$ cat src/rtl/vga_timing_pkg.sv
// Shared VGA timing tables for the two supported 640x480 modes and the
// helpers that turn a mode into per-axis counter thresholds.
package vga_timing_pkg;

    localparam int unsigned POS_W = 10;

    typedef enum logic {
        VGA60 = 1'b0,
        VGA72 = 1'b1
    } vga_mode_e;

    localparam int unsigned H_VIS = 640;
    localparam int unsigned V_VIS = 480;

    localparam int unsigned M0_H_FP    = 16;
    localparam int unsigned M0_H_SYNC  = 96;
    localparam int unsigned M0_H_BP    = 48;
    localparam int unsigned M0_H_TOTAL = H_VIS + M0_H_FP + M0_H_SYNC + M0_H_BP;
    localparam int unsigned M0_V_FP    = 10;
    localparam int unsigned M0_V_SYNC  = 2;
    localparam int unsigned M0_V_BP    = 33;
    localparam int unsigned M0_V_TOTAL = V_VIS + M0_V_FP + M0_V_SYNC + M0_V_BP;

    localparam int unsigned M1_H_FP    = 24;
    localparam int unsigned M1_H_SYNC  = 40;
    localparam int unsigned M1_H_BP    = 128;
    localparam int unsigned M1_H_TOTAL = H_VIS + M1_H_FP + M1_H_SYNC + M1_H_BP;
    localparam int unsigned M1_V_FP    = 9;
    localparam int unsigned M1_V_SYNC  = 3;
    localparam int unsigned M1_V_BP    = 28;
    localparam int unsigned M1_V_TOTAL = V_VIS + M1_V_FP + M1_V_SYNC + M1_V_BP;

    typedef struct packed {
        logic [POS_W-1:0] total;
        logic [POS_W-1:0] sync_start;
        logic [POS_W-1:0] sync_end;
        logic [POS_W-1:0] vis_end;
    } axis_cfg_t;

    function automatic axis_cfg_t h_cfg(input vga_mode_e m);
        axis_cfg_t c;
        c.vis_end = POS_W'(H_VIS);
        if (m == VGA72) begin
            c.sync_start = POS_W'(H_VIS + M1_H_FP);
            c.sync_end   = POS_W'(H_VIS + M1_H_FP + M1_H_SYNC);
            c.total      = POS_W'(M1_H_TOTAL);
        end else begin
            c.sync_start = POS_W'(H_VIS + M0_H_FP);
            c.sync_end   = POS_W'(H_VIS + M0_H_FP + M0_H_SYNC);
            c.total      = POS_W'(M0_H_TOTAL);
        end
        return c;
    endfunction

    function automatic axis_cfg_t v_cfg(input vga_mode_e m);
        axis_cfg_t c;
        c.vis_end = POS_W'(V_VIS);
        if (m == VGA72) begin
            c.sync_start = POS_W'(V_VIS + M1_V_FP);
            c.sync_end   = POS_W'(V_VIS + M1_V_FP + M1_V_SYNC);
            c.total      = POS_W'(M1_V_TOTAL);
        end else begin
            c.sync_start = POS_W'(V_VIS + M0_V_FP);
            c.sync_end   = POS_W'(V_VIS + M0_V_FP + M0_V_SYNC);
            c.total      = POS_W'(M0_V_TOTAL);
        end
        return c;
    endfunction

endpackage

$ cat src/rtl/vga_axis_counter.sv
// One raster axis: wrapping position counter with registered max/blank/sync
// flags derived from the next position so they align with pos.
module vga_axis_counter
    import vga_timing_pkg::*;
(
    input  logic             clk,
    input  logic             rst_n,
    input  logic             inc,
    input  logic [POS_W-1:0] total,
    input  logic [POS_W-1:0] sync_start,
    input  logic [POS_W-1:0] sync_end,
    input  logic [POS_W-1:0] vis_end,
    output logic [POS_W-1:0] pos,
    output logic             max,
    output logic             blank,
    output logic             sync
);

    logic [POS_W-1:0] pos_q, pos_d;
    logic             max_q, max_d;
    logic             blank_q, blank_d;
    logic             sync_q, sync_d;

    // Thresholds must already reflect the mode that applies to pos_d.
    always_comb begin
        pos_d = pos_q;
        if (inc) begin
            pos_d = max_q ? '0 : pos_q + POS_W'(1);
        end
        max_d   = (pos_d == total - POS_W'(1));
        blank_d = (pos_d >= vis_end);
        sync_d  = (pos_d >= sync_start) && (pos_d < sync_end);
    end

    always_ff @(posedge clk) begin
        if (!rst_n) begin
            pos_q   <= '0;
            max_q   <= 1'b0;
            blank_q <= 1'b0;
            sync_q  <= 1'b0;
        end else begin
            pos_q   <= pos_d;
            max_q   <= max_d;
            blank_q <= blank_d;
            sync_q  <= sync_d;
        end
    end

    assign pos   = pos_q;
    assign max   = max_q;
    assign blank = blank_q;
    assign sync  = sync_q;

endmodule

$ cat src/rtl/vga_timing_gen.sv
// Dual-mode 640x480 raster timing generator (60 Hz / 72 Hz); mode changes
// are latched only at frame end so a frame never mixes timing tables.
module vga_timing_gen
    import vga_timing_pkg::*;
#(
    parameter logic        SYNC_ACTIVE_LOW = 1'b1,
    parameter int unsigned FRAME_CNT_W     = 8
) (
    input  logic                   clk,
    input  logic                   rst_n,
    input  logic                   mode,
    output logic                   o_hsync,
    output logic                   o_vsync,
    output logic [9:0]             o_hpos,
    output logic [9:0]             o_vpos,
    output logic                   o_hmax,
    output logic                   o_vmax,
    output logic                   o_hblank,
    output logic                   o_vblank,
    output logic                   o_visible,
    output logic [FRAME_CNT_W-1:0] o_frame
);

    vga_mode_e              mode_q, mode_d;
    logic [FRAME_CNT_W-1:0] frame_q, frame_d;
    axis_cfg_t              h_cfg_sel, v_cfg_sel;
    logic [POS_W-1:0]       h_pos, v_pos;
    logic                   h_max, v_max, h_blank, v_blank, h_sync, v_sync;
    logic                   frame_end;

    assign frame_end = h_max & v_max;

    // Thresholds follow the next mode so the first pixel of a new frame
    // is already flagged against the new table.
    always_comb begin
        mode_d  = mode_q;
        frame_d = frame_q;
        if (frame_end) begin
            mode_d  = vga_mode_e'(mode);
            frame_d = frame_q + FRAME_CNT_W'(1);
        end
        h_cfg_sel = h_cfg(mode_d);
        v_cfg_sel = v_cfg(mode_d);
    end

    always_ff @(posedge clk) begin
        if (!rst_n) begin
            mode_q  <= vga_mode_e'(mode);
            frame_q <= '0;
        end else begin
            mode_q  <= mode_d;
            frame_q <= frame_d;
        end
    end

    vga_axis_counter u_h (
        .clk        (clk),
        .rst_n      (rst_n),
        .inc        (1'b1),
        .total      (h_cfg_sel.total),
        .sync_start (h_cfg_sel.sync_start),
        .sync_end   (h_cfg_sel.sync_end),
        .vis_end    (h_cfg_sel.vis_end),
        .pos        (h_pos),
        .max        (h_max),
        .blank      (h_blank),
        .sync       (h_sync)
    );

    vga_axis_counter u_v (
        .clk        (clk),
        .rst_n      (rst_n),
        .inc        (h_max),
        .total      (v_cfg_sel.total),
        .sync_start (v_cfg_sel.sync_start),
        .sync_end   (v_cfg_sel.sync_end),
        .vis_end    (v_cfg_sel.vis_end),
        .pos        (v_pos),
        .max        (v_max),
        .blank      (v_blank),
        .sync       (v_sync)
    );

    assign o_hsync   = h_sync ^ SYNC_ACTIVE_LOW;
    assign o_vsync   = v_sync ^ SYNC_ACTIVE_LOW;
    assign o_hpos    = h_pos;
    assign o_vpos    = v_pos;
    assign o_hmax    = h_max;
    assign o_vmax    = v_max;
    assign o_hblank  = h_blank;
    assign o_vblank  = v_blank;
    assign o_visible = ~h_blank & ~v_blank;
    assign o_frame   = frame_q;

endmodule

$ cat config.mk
export PLATFORM = sky130hd
export DESIGN_NAME = vga_timing_gen
export DESIGN_NICKNAME = d
export VERILOG_FILES = /design/src/rtl/vga_timing_pkg.sv /design/src/rtl/vga_axis_counter.sv /design/src/rtl/vga_timing_gen.sv
export SDC_FILE = /design/constraint.sdc
export NUM_CORES = 1
export LEC_CHECK = 0
export CELL_PAD_IN_SITES_DETAIL_PLACEMENT = 0
export CELL_PAD_IN_SITES_GLOBAL_PLACEMENT = 1
export CORE_ASPECT_RATIO = 1.2
export CORE_MARGIN = 2
export CORE_UTILIZATION = 37
export DETAILED_ROUTE_END_ITERATION = 8
export MAX_ROUTING_LAYER = met4
export PLACE_DENSITY = 0.78
export SLEW_MARGIN = 5
export SYNTH_ARGS = -nofsm -noshare
export SYNTH_HDL_FRONTEND = slang
export SYNTH_SLANG_ARGS = --single-unit
$ cat constraint.sdc
create_clock -name clk -period 2.9 [get_ports clk]
set_clock_uncertainty 0.05 [all_clocks]
set_input_delay 0.58 -clock clk [delete_from_list [all_inputs] [get_ports clk]]
set_output_delay 0.58 -clock clk [all_outputs]
set_load 0.005 [all_outputs]
==> metrics.txt, run 1 <==
run status completed; violation count after the first detailed-route iteration approximately 120; global-route usage over all layers 16.8%; share of Yosys cell area claimed by the top area cell type between 30% and 40%; total count of max-transition violations in the final report 0; post-DR vias/cell 4.92; highest achievable clock rate slightly below 400 MHz; final-report hold violation count 0; maximum clock insertion buffer count 2; global-route wire length before repair between 6 and 7 mm; static power due to leakage 0.851 nW; min-delay worst type reg -> reg; count of cells along the worst register-to-register path 7; detailed-placement wirelength estimate 2.87 mm; number of failing setup endpoints in the final timing report 0; CP Capture Type flip-flop; layout cells sized above 1 8.30%; vias in the first global route 1444; number of sinks handled by clock tree synthesis 35; number of buffers created by CTS 5; synthesized area divided by synthesized cell count 8.70 um^2; Tmin final 2.57 ns; unrepaired setup endpoints after global routing false; core region area approximately 0.0046 mm^2; Cells after Synth approximately 210; Die X about 68 um; number of ports placed on the die boundary 38; total number of placement rows 27; Power Density 379 mW/mm^2; final weighted congestion of routability-driven global placement 0.814; number of gates on the worst path with buffers counted 7; total number of H-tree levels 2; die boundary height 80.4 um; final net count 262; largest net degree at the start of global routing 24; share of synthesized flip-flops with an asynchronous set or reset 0%; Critical Path Start Type input pin; data arrival time of the worst path 2.71 ns; syn nets ~220; Worst Tran Pin Value 0.366 ns; number of flops mapped to enable cells by yosys 0; number of buffers inserted by post-CTS setup repair 0; routed length per instance 12.5 um; max-cap viol count 0; clk root buf sky130_fd_sc_hd__clkbuf_8; cell type with the highest aggregate area in the netlist sky130_fd_sc_hd__dfxtp_1; slowest stage cell on the critical path sky130_fd_sc_hd__or4_1; ant diodes 0; highest fanout seen on the critical path 4; top cells by area, synth sky130_fd_sc_hd__dfxtp_1, sky130_fd_sc_hd__xnor2_1, sky130_fd_sc_hd__and2_1; global route total overflow 0; initial antenna violation count 0; Worst Path Required between 3 and 4 ns; peak supply drop 0.000261 V; CTS tree yes; placed insts 303; Yosys warning total 0; remaining design rule violation count 0; Max-Slew Margin vs Limit 75.0%; cell family contributing the most delay on the critical path simple AND/OR/NAND/NOR gates; Synth cell types 45; post-route setup TNS 0 ns; clock transition at the register clock pins on the worst setup and hold paths after CTS approximately 0.070 ns; area growth from synthesis to layout 30.3%; total iterations of the first detailed-routing run 4; via count 1531; clk_lat worst skew between 0.2 and 0.3 ns; Synth Flop Type sky130_fd_sc_hd__dfxtp_1; crit path cell chain clkdlybuf4s50_1 -> mux2i_1 -> inv_1 -> ha_1 -> or2b_2 -> or4_1 -> nor4b_1; area of the die between 0.005 and 0.006 mm^2; synthesized cell area 0.00180 mm^2; register area share after synthesis 38.9%; final cell count without fillers 311; Buffers & Inverters on Critical Path 2; WHS Path Cells 2; total routed wirelength 3.90 mm; worst hold slack after final layout approximately 0.45 ns; effective utilization at floorplan 38.9%; delay of the slowest critical-path stage 0.50 ns; kind of critical path in -> reg; period utilisation layout about nine tenths; number of port buffers 37; number of cells upsized or downsized after cts 0; count of hold-fix buffers inserted at cts 0; post-route antenna net violation count 0; post-synthesis register bit count 35
[worst min-delay path, delay by kind of cell (launching register included)]
family	cells	cell delay, ns
flops	1	0.32
compound gates	2	0.13
[final timing paths]
kind,startpoint,endpoint,slack [ns]
worst min register to register,o_frame[7]$_SDFFE_PN0P_,o_frame[7]$_SDFFE_PN0P_,0.45
worst max register to register,u_h.max$_SDFF_PN0_,u_v.max$_SDFF_PN0_,0.35
worst min-delay path,o_frame[7]$_SDFFE_PN0P_,o_frame[7]$_SDFFE_PN0P_,0.45
worst max-delay path,mode,u_v.max$_SDFF_PN0_,0.33
[cell families after synthesis]
logic type                 after synthesis  share of synthesized area [%]
and+or+nand+nor                         97                           29.8
DFF                                     35                           38.9
AOI/OAI and AO/OA                       29                           10.8
xor gates and xnor gates                21                           10.2
buffers and inverters                   14                           3.12
adders and majority gates                7                           4.86
muxes                                    4                           2.29
[metal layers]
layer  part of all wire (%)  track usage [%]
met4                    1.9             7.76
met1                     45             20.1
met2                     49             26.0
met5                      0                -
met3                    4.3             4.48
[layout by cell type (no fill, tap or decap), drive strengths merged, types with 5 or more instances in the layout]
cell type       n
nand4           5
buf             6
a21boi          5
nor3            6
ha              7
nor2           24
clkbuf          7
nand3           8
nand2          16
and2           14
dfxtp          35
xnor2          17
inv             8
a21oi           8
clkdlybuf4s50  37
[state kept, by name (all words and copies together) (netlist names)]
signal,count
u_h.pos,10
u_v.pos,10
o_frame,8
mode_q,1
u_h.blank,1
u_h.max,1
u_h.sync,1
u_v.blank,1
u_v.max,1
u_v.sync,1
[cell usage after synthesis, types with 5 or more instances]
cell type and number:
sky130_fd_sc_hd__nand3_1 7, sky130_fd_sc_hd__nand2_1 16, sky130_fd_sc_hd__a21boi_0 5, sky130_fd_sc_hd__a21oi_1 8, sky130_fd_sc_hd__nor3_1 6, sky130_fd_sc_hd__and2_1 14
sky130_fd_sc_hd__xnor2_1 17, sky130_fd_sc_hd__nand4_1 5, sky130_fd_sc_hd__ha_1 7, sky130_fd_sc_hd__inv_1 8, sky130_fd_sc_hd__nor2_1 23, sky130_fd_sc_hd__dfxtp_1 35
[final cells by class]
type / count / area, um^2
repair buffers: 43 / 415
clock buffers: 7 / 76.3
multi-input cells: 158 / 1040
clock inverters: 1 / 5.00
fillers: 466 / 2280
well taps: 58 / 72.6
inverters: 9 / 33.8
flip-flops and latches: 35 / 701
[per-stage QoR]
stage / area (um^2) / total power [mW] / utilization [%] / setup WS (ns)
2_1_floorplan: 1800 / 0.538 / - / 0.331
3_3_place_gp: 2270 / 0.563 / 49.0 / 0.0770
3_5_place_dp: 2270 / 0.563 / 49.0 / 0.0402
4_1_cts: 2350 / 0.907 / 50.7 / 0.316
5_1_grt: 2350 / 0.935 / 50.7 / 0.149
6_report: 2350 / 0.891 / 50.7 / 0.333
[report_power, final]
part	total [mW]	switching, mW	leakage [nW]	internal, mW
clock network	0.339	0.170	0.0422	0.168
logic	0.0575	0.0271	0.525	0.0304
registers	0.494	0.00766	0.283	0.487
(Power assumes the default switching activity.)
==> inputs of run 2 (changes only) <==
--- a/config.mk
+++ b/config.mk
@@ -11,6 +11,7 @@
 export CORE_MARGIN = 2
 export CORE_UTILIZATION = 37
 export DETAILED_ROUTE_END_ITERATION = 8
+export GPL_ROUTABILITY_DRIVEN = 1
 export MAX_ROUTING_LAYER = met4
 export PLACE_DENSITY = 0.78
 export SLEW_MARGIN = 5
==> results of run 2 <==
Final layout, timing and power as in run 1 (identical DEF).
